===== config.mk =====
export PLATFORM = sky130hd
export DESIGN_NAME = booth_r4_multiplier
export DESIGN_NICKNAME = d
export VERILOG_FILES = /design/src/rtl/booth_r4_multiplier.sv
export SDC_FILE = /design/constraint.sdc
export NUM_CORES = 1
export LEC_CHECK = 0
export BUFFER_PORTS_ARGS = -buffer_cell sky130_fd_sc_hd__buf_2
export CAP_MARGIN = 20
export CORE_UTILIZATION = 55
export DETAILED_ROUTE_END_ITERATION = 7
export HOLD_SLACK_MARGIN = 0.05
export MAX_ROUTING_LAYER = met4
export PLACE_DENSITY_LB_ADDON = 0.25
export RECOVER_POWER = 25
export SLEW_MARGIN = 5
export SYNTH_ARGS = -nofsm -noshare
export SYNTH_HDL_FRONTEND = slang
export SYNTH_SLANG_ARGS = --single-unit

===== constraint.sdc =====
create_clock -name clk -period 9.3 [get_ports clk]
set_clock_uncertainty 0.1 [all_clocks]
set_input_delay 0.465 -clock clk [delete_from_list [all_inputs] [get_ports clk]]
set_output_delay 0.465 -clock clk [all_outputs]
set_load 0.05 [all_outputs]

===== src/rtl/booth_r4_multiplier.sv =====
// Sequential radix-4 (modified Booth) multiplier with start/busy/done handshake.
// Retires two multiplier bits per CALC cycle; signed/unsigned selected per operation.
module booth_r4_multiplier #(
  parameter int unsigned N = 8
) (
  input  logic           clk,
  input  logic           rst,
  input  logic           start,
  input  logic           signed_mode,
  input  logic [N-1:0]   multiplicand,
  input  logic [N-1:0]   multiplier,
  output logic           busy,
  output logic           done,
  output logic [2*N-1:0] product
);

  localparam int unsigned W  = N + 2;
  localparam int unsigned AW = W + 2;
  localparam int unsigned K  = W / 2;
  localparam int unsigned CW = $clog2(K + 1);

  typedef enum logic [1:0] {
    S_IDLE = 2'd0,
    S_CALC = 2'd1,
    S_DONE = 2'd2
  } state_e;

  state_e           state_q, state_d;
  logic [AW-1:0]    a_q, a_d;
  logic [W-1:0]     q_q, q_d;
  logic             q1_q, q1_d;
  logic [W-1:0]     mx_q, mx_d;
  logic [CW-1:0]    count_q, count_d;
  logic             busy_q, busy_d;
  logic             done_q, done_d;
  logic [2*N-1:0]   product_q, product_d;

  logic [AW-1:0]    mx_wide;
  logic [AW-1:0]    term;
  logic [AW-1:0]    sum;
  logic             accept;

  // Booth recoding of {Q[1],Q[0],q_1} into a multiple of the multiplicand
  always_comb begin
    mx_wide = {{2{mx_q[W-1]}}, mx_q};
    term    = '0;
    unique case ({q_q[1:0], q1_q})
      3'b001, 3'b010: term = mx_wide;
      3'b011:         term = {mx_wide[AW-2:0], 1'b0};
      3'b100:         term = ~{mx_wide[AW-2:0], 1'b0} + AW'(1);
      3'b101, 3'b110: term = ~mx_wide + AW'(1);
      default:        term = '0;
    endcase
    sum = a_q + term;
  end

  assign accept = start && ((state_q == S_IDLE) || (state_q == S_DONE));

  // Next-state and datapath update
  always_comb begin
    state_d   = state_q;
    a_d       = a_q;
    q_d       = q_q;
    q1_d      = q1_q;
    mx_d      = mx_q;
    count_d   = count_q;
    done_d    = 1'b0;
    product_d = product_q;

    unique case (state_q)
      S_CALC: begin
        a_d     = {{2{sum[AW-1]}}, sum[AW-1:2]};
        q_d     = {sum[1:0], q_q[W-1:2]};
        q1_d    = q_q[1];
        count_d = count_q - CW'(1);
        if (count_q == CW'(1)) begin
          state_d = S_DONE;
        end
      end
      S_DONE: begin
        done_d    = 1'b1;
        product_d = {a_q[N-3:0], q_q};
        state_d   = S_IDLE;
      end
      default: state_d = S_IDLE;
    endcase

    // Acceptance from IDLE or DONE; DONE acceptance gives back-to-back operation
    if (accept) begin
      mx_d    = signed_mode ? {{2{multiplicand[N-1]}}, multiplicand} : {2'b00, multiplicand};
      q_d     = signed_mode ? {{2{multiplier[N-1]}}, multiplier} : {2'b00, multiplier};
      a_d     = '0;
      q1_d    = 1'b0;
      count_d = CW'(K);
      state_d = S_CALC;
    end

    busy_d = (state_d == S_CALC);
  end

  always_ff @(posedge clk) begin
    if (rst) begin
      state_q   <= S_IDLE;
      a_q       <= '0;
      q_q       <= '0;
      q1_q      <= 1'b0;
      mx_q      <= '0;
      count_q   <= '0;
      busy_q    <= 1'b0;
      done_q    <= 1'b0;
      product_q <= '0;
    end else begin
      state_q   <= state_d;
      a_q       <= a_d;
      q_q       <= q_d;
      q1_q      <= q1_d;
      mx_q      <= mx_d;
      count_q   <= count_d;
      busy_q    <= busy_d;
      done_q    <= done_d;
      product_q <= product_d;
    end
  end

  assign busy    = busy_q;
  assign done    = done_q;
  assign product = product_q;

endmodule


==> results of run 1 <==
==> area by class of cell <==
cell class | instances | share of cell area
Clock inverter | 3 | 0.00638
Multi-Input combinational cell | 311 | 0.556
Clock buffer | 5 | 0.0206
Tap cell | 70 | 0.0263
Timing Repair Buffer | 40 | 0.0574
Sequential cell | 53 | 0.318
Inverter | 14 | 0.0158
==> worst min path at each step <==
stage                    startpoint     endpoint  slack [ns]  cells past startpoint
finish              multiplicand[6]      mx_q[6]        0.28                      3
CTS                 multiplicand[6]      mx_q[6]        0.27                      3
global route        multiplicand[2]      mx_q[2]        0.28                      3
global placement         product[8]   product[8]        0.34                      2
detailed placement      product[14]  product[14]        0.34                      2
floorplan                    a_q[7]       a_q[7]        0.34                      2
==> synth_stat cells (2+ instances only) <==
master / count
sky130_fd_sc_hd__mux2i_1: 7
sky130_fd_sc_hd__nor2_1: 22
sky130_fd_sc_hd__nand2b_1: 8
sky130_fd_sc_hd__o311ai_0: 4
sky130_fd_sc_hd__buf_1: 4
sky130_fd_sc_hd__and2_1: 2
sky130_fd_sc_hd__a21oi_1: 57
sky130_fd_sc_hd__nand3_1: 5
sky130_fd_sc_hd__a31oi_1: 3
sky130_fd_sc_hd__xor2_1: 8
sky130_fd_sc_hd__a22oi_1: 4
sky130_fd_sc_hd__or3_1: 5
sky130_fd_sc_hd__inv_1: 14
sky130_fd_sc_hd__xnor2_1: 9
sky130_fd_sc_hd__a311oi_1: 5
sky130_fd_sc_hd__nor3_1: 6
sky130_fd_sc_hd__a211oi_1: 6
sky130_fd_sc_hd__nand2_1: 93
sky130_fd_sc_hd__dfxtp_1: 53
sky130_fd_sc_hd__a21o_1: 6
sky130_fd_sc_hd__clkbuf_1: 23
sky130_fd_sc_hd__o21ai_0: 12
sky130_fd_sc_hd__nor2b_1: 6
sky130_fd_sc_hd__o31ai_1: 4
sky130_fd_sc_hd__o211ai_1: 2
sky130_fd_sc_hd__ha_1: 14
sky130_fd_sc_hd__and3_1: 3
==> power breakdown <==
group	internal, uW	switching [uW]
clock	53.6	79.3
combinational	41.2	59.6
sequential	237	16.2
total	332	155
==> stage by stage <==
stage,cell area [sq um],hold slack [ns]
after floorplan,3090,0.336
after global placement,3250,0.341
after detailed placement,3250,0.343
after CTS,3340,0.273
after global routing,3340,0.282
final,3340,0.280
==> state kept, by name, summed over array words and instances (netlist names) <==
register and flops:
state_q 2, count_q 3, q1_q 1, mx_q 9, product 16, a_q 10
busy 1, q_q 10, done 1
==> logic make-up (layout without fill, tap and decap cells) <==
group | after synthesis | count (layout) | synth area share
buffers and inverters | 43 | 62 | 0.0559
adder cells (fa/ha/maj) | 15 | 15 | 0.0632
multiplexers | 9 | 9 | 0.0336
XOR/XNOR | 17 | 17 | 0.0482
flip-flops | 53 | 53 | 0.344
AND/OR/NAND/NOR | 157 | 157 | 0.229
AO/OA/AOI/OAI | 113 | 113 | 0.226
==> per-layer routing <==
metal,track usage,wire (microns),vias to the layer above
met3,0.0357,264,6
met5,-,0,-
li1,-,-,1457
met1,0.308,3210,1322
met2,0.416,3360,65
met4,0.0712,72,0
==> worst register-to-register path, cell delays in order (launching register included) <==
cell                       delay [ns]
sky130_fd_sc_hd__dfxtp_1         0.95
sky130_fd_sc_hd__inv_1           0.33
sky130_fd_sc_hd__nand2_1         0.12
sky130_fd_sc_hd__o21ai_0         0.08
sky130_fd_sc_hd__mux4_2          0.47
sky130_fd_sc_hd__ha_1            0.32
sky130_fd_sc_hd__nor2b_1         0.15
sky130_fd_sc_hd__o21ai_0         0.23
sky130_fd_sc_hd__a21oi_1         0.16
sky130_fd_sc_hd__o311ai_0        0.42
sky130_fd_sc_hd__mux2i_1         0.13
sky130_fd_sc_hd__a311o_1         0.32
==> out/results.ini, run 1 <==
[status]
result_of_the_run = finished, final reports clean

[sta]
timing_worst_slew_pin_value_ns = 0.932
slew-limit-headroom = 0.378
setup_viol = 0
achievable_freq_mhz = 258
timing.final.hold_violations = 0
layout_min_cycle_time_ns = 3.88
grt_setup_unrepaired = false
maxSlewViolCount = 0
finalCritPeriodShare = 0.417
final_critical_path_setup_slack_ns = 5.42
final.setup.tns_ns = 0

[cts]
cts_tree = done
cts_root_buffer = sky130_fd_sc_hd__clkbuf_8
clock_path_buffers = 2
cts-resized-gates = 0
cts.sink_count = 53
post_cts_hold_buffer_count = 0
worst_skew_pair.late_latency_ns = 0.31
clkTransAtPathRegs_ns = 0.10
cts_buffers = 5
clock_tree.htree_level_count = 2
post_cts_setup_driven_buffer_insertion_count = 0

[synth]
synth_top_area_share = 0.344
synthesis.instances = 407
synth-edff-count = 0
synth-async-reset-ratio = 0
syn_nets = 442
synth_area_leader_cell = sky130_fd_sc_hd__dfxtp_1
postSynthAreaPerCell_sq_um = 7.58
yosysUniqueCellTypes = 49
synth_warnings = 0
synth_area_sq_um = 3090
synth-seq-cells = 53
netlist_top_cells_area = sky130_fd_sc_hd__dfxtp_1 (34%), sky130_fd_sc_hd__nand2_1 (11%), sky130_fd_sc_hd__a21oi_1 (9.2%)
synth.yosys.seq_area_share = 0.344
dominantRegCellSynth = sky130_fd_sc_hd__dfxtp_1

[worst_setup_path]
critical_path.endpoint_type = register
critical_path.reg2reg.startpoint = q1_q
regToRegEndpoint = a_q[8]
cpLargestDelayFamily = compound AO/OA/AOI/OAI gates
setup.worst_path.start_class = register
crit_start = q1_q
crit_type = reg -> reg
ff2ff_path_depth = 11
arrival_ns = 3.99
crit_buf_inv = 1
crit_required_ns = 9.41
worstSetupEndpoint = a_q[8]
cp_common_cell = sky130_fd_sc_hd__o21ai_0
timing.critical_path.depth = 11
peak_fanout_along_the_critical_path = 27
worst-r2r-setup-slack_ns = 5.42
critPathSlowestCell = sky130_fd_sc_hd__dfxtp_1
worstPathCellList = inv_1, nand2_1, o21ai_0, mux4_2, ha_1, nor2b_1, o21ai_0, a21oi_1, o311ai_0, mux2i_1, a311o_1
critical-path-max-stage-delay_ns = 0.95

[floorplanning]
die_x_microns = 76.9
fp-row-count = 26
design.portCount = 38
chipHeight_microns = 76.9
core-area_sq_um = 5270
initial_core_util = 0.586
dieArea_sq_um = 5920

[pwr]
total_leakage_power_uw = 0.00134
totalPowerFinal_uw = 487
ir_drop_v = 0.000135
power_per_cell_area_nw_per_um2 = 146

[layout]
layout.cells.non_filler = 496
drive_above_1_share = 0.0986
layout.area.seq_sq_um = 1060
layout_commonest_cell = sky130_fd_sc_hd__nand2_1
num-nets-final = 460
syn2layout_area_growth_pct = 8.07
n_fill_cell = 484
diodes = 0
multi_input_area_sq_um = 1850
finalCoreUtilization = 0.633
final_cell_mix = sky130_fd_sc_hd__nand2_1 (93), sky130_fd_sc_hd__a21oi_1 (57), sky130_fd_sc_hd__dfxtp_1 (53)

[placement]
dp_worst_setup_slack_ns = 5.50
dp_hpwl_microns = 4860
numPortBuffers = 37
numPlacedInstances = 487
routabilityCongestion = 0.888

[worst_hold_path]
hold_class = in -> reg

[grt]
overflow = 0
grt_pass1_wl_microns = 11500
grt_antenna_before_repair = 0
grt_start_max_net_pins = 44
first_global_vias = 2519
global_route.usage.total = 0.248

[route]
route.antenna.remaining_nets = 0
num_vias = 2850
drt-pass1-iter-count = 4
drt-wirelength-per-cell_microns = 13.9
drt_iter0_markers = 150
post_drt_via_cell_ratio = 5.75
post_route_wl_microns = 6910
drc = 0

[flow_run]
drv_cap = 0

Power figures use the tool's default switching activity.
==> run 2: changes to the inputs <==
Clock period 9.3 ns to 3.85 ns, I/O delays scaled along.
==> run 2 against run 1 <==
Net effect:
- first-iteration DRC count grew 34%
- via count grew 2.1%
- sequential power grew 140%
- fmax grew 9.7%
- clock power grew to 2.9 times the previous value
- setup slack lost 5.1 ns
- sequential cell count is the same
- register-to-register slack lost 5.1 ns
- combinational power grew to 2.6 times the previous value
==> out/results.ini, run 2 (synthesis results as in run 1) <==
[sta]
final.setup.tns_ns = 0
timing.final.hold_violations = 0
maxSlewViolCount = 0
timing_worst_slew_pin_value_ns = 0.859
setup_viol = 0
achievable_freq_mhz = 283
finalCritPeriodShare = 0.918
grt_setup_unrepaired = false
final_critical_path_setup_slack_ns = 0.315
slew-limit-headroom = 0.428
layout_min_cycle_time_ns = 3.54

[cts]
cts_buffers = 5
worst_skew_pair.late_latency_ns = 0.31
clock_path_buffers = 2
cts-resized-gates = 0
post_cts_hold_buffer_count = 7
cts_root_buffer = sky130_fd_sc_hd__clkbuf_8
clkTransAtPathRegs_ns = 0.10
clock_tree.htree_level_count = 2
cts_tree = done
cts.sink_count = 53
post_cts_setup_driven_buffer_insertion_count = 0

[worst_setup_path]
critPathSlowestCell = sky130_fd_sc_hd__or3b_2
crit_required_ns = 4.00
critical-path-max-stage-delay_ns = 0.52
crit_type = reg -> reg
peak_fanout_along_the_critical_path = 4
worstPathCellList = inv_1, ha_1, or3b_2, nor3_1, nand2b_1, xnor2_1, a221oi_1, a31oi_1, ha_1, o21ai_0, nand2b_1, nand2_1, o21ai_0, mux2i_1, mux2i_1
ff2ff_path_depth = 15
arrival_ns = 3.69
critical_path.endpoint_type = register
critical_path.reg2reg.startpoint = mx_q[0]
worst-r2r-setup-slack_ns = 0.31
regToRegEndpoint = a_q[9]
cpLargestDelayFamily = simple AND/OR/NAND/NOR gates
crit_buf_inv = 1
setup.worst_path.start_class = register

[status]
result_of_the_run = finished, final reports clean

[grt]
overflow = 0
grt_pass1_wl_microns = 12600
grt_antenna_before_repair = 0
first_global_vias = 2742
grt_start_max_net_pins = 44
global_route.usage.total = 0.272

[placement]
dp_worst_setup_slack_ns = 0.365
routabilityCongestion = 0.943
post_dp_cell_area_sq_um = 3280
numPortBuffers = 37
dp_hpwl_microns = 5120

[layout]
final_cell_mix = sky130_fd_sc_hd__nand2_1 (93), sky130_fd_sc_hd__a21oi_1 (57), sky130_fd_sc_hd__dfxtp_1 (53)
design_area_sq_um = 3450
layout_commonest_cell = sky130_fd_sc_hd__nand2_1
drive_above_1_share = 0.0940
max_ffs_per_register = 16
diodes = 0
syn2layout_area_growth_pct = 11.6
num-nets-final = 470

[floorplanning]
design.portCount = 38
chipHeight_microns = 76.9
core-area_sq_um = 5270
initial_core_util = 0.586
die_x_microns = 76.9
fp-row-count = 26
dieArea_sq_um = 5920

[pwr]
power_per_cell_area_nw_per_um2 = 363
ir_drop_v = 0.000295
total_leakage_power_uw = 0.00138

[route]
drt_iter0_markers = 201
post_route_wl_microns = 7360
drt-pass1-iter-count = 4
drc = 0
route.antenna.remaining_nets = 0
drt-wirelength-per-cell_microns = 14.5
num_vias = 2911
post_drt_via_cell_ratio = 5.75

[flow_run]
drv_cap = 0

[worst_hold_path]
cells_on_worst_hold_path = 3
hold_path_end = q_q[2]
min-delay-start = multiplier[2]
hold_class = in -> reg

## run 2: cell types whose count changed in the layout (fill, tap and decap cells not counted)
cell,delta
sky130_fd_sc_hd__bufinv_16,+1
sky130_fd_sc_hd__clkinvlp_4,-1
sky130_fd_sc_hd__dlygate4sd3_1,+7
sky130_fd_sc_hd__buf_2,-4
sky130_fd_sc_hd__buf_4,+3
sky130_fd_sc_hd__clkbuf_1,+4
## run 2: worst max path at each step
| stage | from | cells after the start | to | slack, ns |
|---|---|---|---|---|
| after floorplan | q1_q | 11 | a_q[8] | 0.65 |
| after global placement | mx_q[0] | 13 | a_q[6] | 0.48 |
| after detailed placement | mx_q[0] | 15 | a_q[9] | 0.37 |
| after CTS | mx_q[0] | 15 | a_q[9] | 0.37 |
| after global routing | mx_q[0] | 15 | a_q[9] | 0.06 |
| final | mx_q[0] | 15 | a_q[9] | 0.31 |
## run 2: where the power goes
part	switching, uW	internal, uW
combinational	158	106
clock	192	195
sequential	28.5	573
total	378	874
## run 2: per-layer routing
metal | part of all wire | track usage | vias up | routed length (microns)
met5 | 0 | - | - | 0
met4 | 0.017 | 0.0904 | 0 | 127
met3 | 0.040 | 0.0357 | 12 | 291
met2 | 0.49 | 0.464 | 71 | 3600
met1 | 0.45 | 0.329 | 1355 | 3340
li1 | - | - | 1473 | -
## run 2: final cells by class
class,count,area [sq um]
clock buffer,5,68.8
clock inverter,3,43.8
fill,482,1820
inverter,14,52.6
multi-input combinational,311,1850
sequential,53,1060
tap,70,87.6
timing repair buffer,50,279
## run 2: stage by stage
step	hold slack, ns	utilization	power (uW)	instances
after floorplan	0.228	-	808	407
after global placement	0.335	0.622	862	490
after detailed placement	0.344	0.622	867	490
after CTS	0.0524	0.656	1250	505
after global routing	0.0719	0.654	1320	506
final	0.0551	0.654	1250	506
## run 2: tightest hold or removal path: cells and delay by family
family | cells | cell delay [ns]
AOI/OAI and AO/OA | 1 | 0.05
buffers and inverters | 1 | 0.10
and+or+nand+nor | 1 | 0.09
==> run 3: changes to the inputs <==
Settings changed: HOLD_SLACK_MARGIN 0.05 to 0.06.
==> run 3 against run 2 <==
Net effect:
- sequential share of layout area is 0.18 points lower
- core utilization grew 0.38 points
- clock power about the same
- combinational power barely moved
- critical path depth did not move
- worst hold slack gained 0.011 ns
- count of clock-buffer cells in the layout is the same
- wire length up 0.71%
- via count up 0.31%
- cell count rose by 0.40%
- setup slack got worse by 0.0060 ns
==> out/results.ini, run 3 (synthesis results as in run 1) <==
[status]
result_of_the_run = finished, final reports clean

[worst_setup_path]
arrival_ns = 3.70
peak_fanout_along_the_critical_path = 4
crit_required_ns = 4.00
crit_type = reg -> reg
critical_path.endpoint_type = register
setup.worst_path.start_class = register

[floorplanning]
dieArea_sq_um = 5920
design.portCount = 38
core-area_sq_um = 5270
initial_core_util = 0.586
fp-row-count = 26
chipHeight_microns = 76.9
die_x_microns = 76.9

[sta]
timing.final.hold_violations = 0
setup_viol = 0
grt_setup_unrepaired = false
finalCritPeriodShare = 0.920
achievable_freq_mhz = 282
slew-limit-headroom = 0.424
timing.hold.ws_ns = 0.0662
final.setup.tns_ns = 0
layout_min_cycle_time_ns = 3.54
maxSlewViolCount = 0
timing_worst_slew_pin_value_ns = 0.863

[grt]
overflow = 0
global_route.usage.total = 0.273
grt_start_max_net_pins = 44
grt_antenna_before_repair = 0
first_global_vias = 2754
grt_pass1_wl_microns = 12600

[layout]
final_cell_mix = sky130_fd_sc_hd__nand2_1 (93), sky130_fd_sc_hd__a21oi_1 (57), sky130_fd_sc_hd__dfxtp_1 (53)
diodes = 0
layout_commonest_cell = sky130_fd_sc_hd__nand2_1
syn2layout_area_growth_pct = 12.3
layout.cells.non_filler = 508
num-nets-final = 472
drive_above_1_share = 0.0936
max_ffs_per_register = 16

[placement]
numPlacedInstances = 490
numPortBuffers = 37
dp_hpwl_microns = 5120
routabilityCongestion = 0.943

[route]
drt_iter0_markers = 208
route.antenna.remaining_nets = 0
post_drt_via_cell_ratio = 5.75
drc = 0
drt-pass1-iter-count = 5
drt-wirelength-per-cell_microns = 14.6
num_vias = 2920
post_route_wl_microns = 7410

[flow_run]
drv_cap = 0

[cts]
cts_buffers = 5
clock_path_buffers = 2
worst_skew_pair.late_latency_ns = 0.31
cts.sink_count = 53
clkTransAtPathRegs_ns = 0.10
cts_root_buffer = sky130_fd_sc_hd__clkbuf_8
clock_tree.htree_level_count = 2
cts_tree = done
post_cts_setup_driven_buffer_insertion_count = 0

[pwr]
ir_drop_v = 0.000295
power_per_cell_area_nw_per_um2 = 362
total_leakage_power_uw = 0.00139

[worst_hold_path]
hold_class = in -> reg

run 3: repair_timing:
action / in CTS / in global routing
hold buffers: 9 / 0
gates resized for setup: 0 / 0
endpoints found under the hold margin: 10 / 0
setup endpoints to repair: 0 / 0
run 3: area by class of cell:
cell class / instances / area (sq um)
Sequential cell: 53 / 1060
Multi-Input combinational cell: 311 / 1850
Fill cell: 480 / 1800
Inverter: 14 / 52.6
Clock inverter: 3 / 43.8
Tap cell: 70 / 87.6
Clock buffer: 5 / 68.8
Timing Repair Buffer: 52 / 299
run 3: through the flow:
step / utilization / area, sq um / total power, uW / setup slack [ns]
after CTS: 0.660 / 3480 / 1250 / 0.370
after global routing: 0.658 / 3470 / 1320 / 0.0624
final: 0.658 / 3470 / 1260 / 0.309
after global placement: 0.622 / 3280 / 862 / 0.484
after floorplan: - / 3090 / 808 / 0.648
after detailed placement: 0.622 / 3280 / 867 / 0.365
run 3: final timing paths:
check	to	start	slack [ns]	depth (start not counted)
min reg2reg	product[15]	product[15]	0.36	2
max	a_q[9]	mx_q[0]	0.31	15
min	q_q[5]	multiplier[5]	0.07	3
max reg2reg	a_q[9]	mx_q[0]	0.31	15
run 3: worst max-delay path: stages (launching register included):
cell                       delay [ns]
sky130_fd_sc_hd__dfxtp_1         0.33
sky130_fd_sc_hd__inv_1           0.11
sky130_fd_sc_hd__ha_1            0.22
sky130_fd_sc_hd__or3b_2          0.52
sky130_fd_sc_hd__nor3_1          0.27
sky130_fd_sc_hd__nand2b_1        0.17
sky130_fd_sc_hd__xnor2_1         0.08
sky130_fd_sc_hd__a221oi_1        0.31
sky130_fd_sc_hd__a31oi_1         0.08
sky130_fd_sc_hd__ha_1            0.35
sky130_fd_sc_hd__o21ai_0         0.11
sky130_fd_sc_hd__nand2b_1        0.11
sky130_fd_sc_hd__nand2_1         0.08
sky130_fd_sc_hd__o21ai_0         0.22
sky130_fd_sc_hd__mux2i_1         0.24
sky130_fd_sc_hd__mux2i_1         0.19
run 3: metal layers:
layer	global-route usage	routed length, microns	vias up	share of wire
li1	-	-	1473	-
met1	0.330	3430	1373	0.46
met2	0.471	3630	64	0.49
met3	0.0345	254	10	0.034
met4	0.0827	98	0	0.013
met5	-	0	-	0
run 3: power by group:
part / leakage, uW / total [uW] / internal [uW] / switching (uW)
Combinational: 0.000896 / 266 / 108 / 158
Clock: 0.0000585 / 388 / 195 / 193
Sequential: 0.000432 / 602 / 573 / 28.9
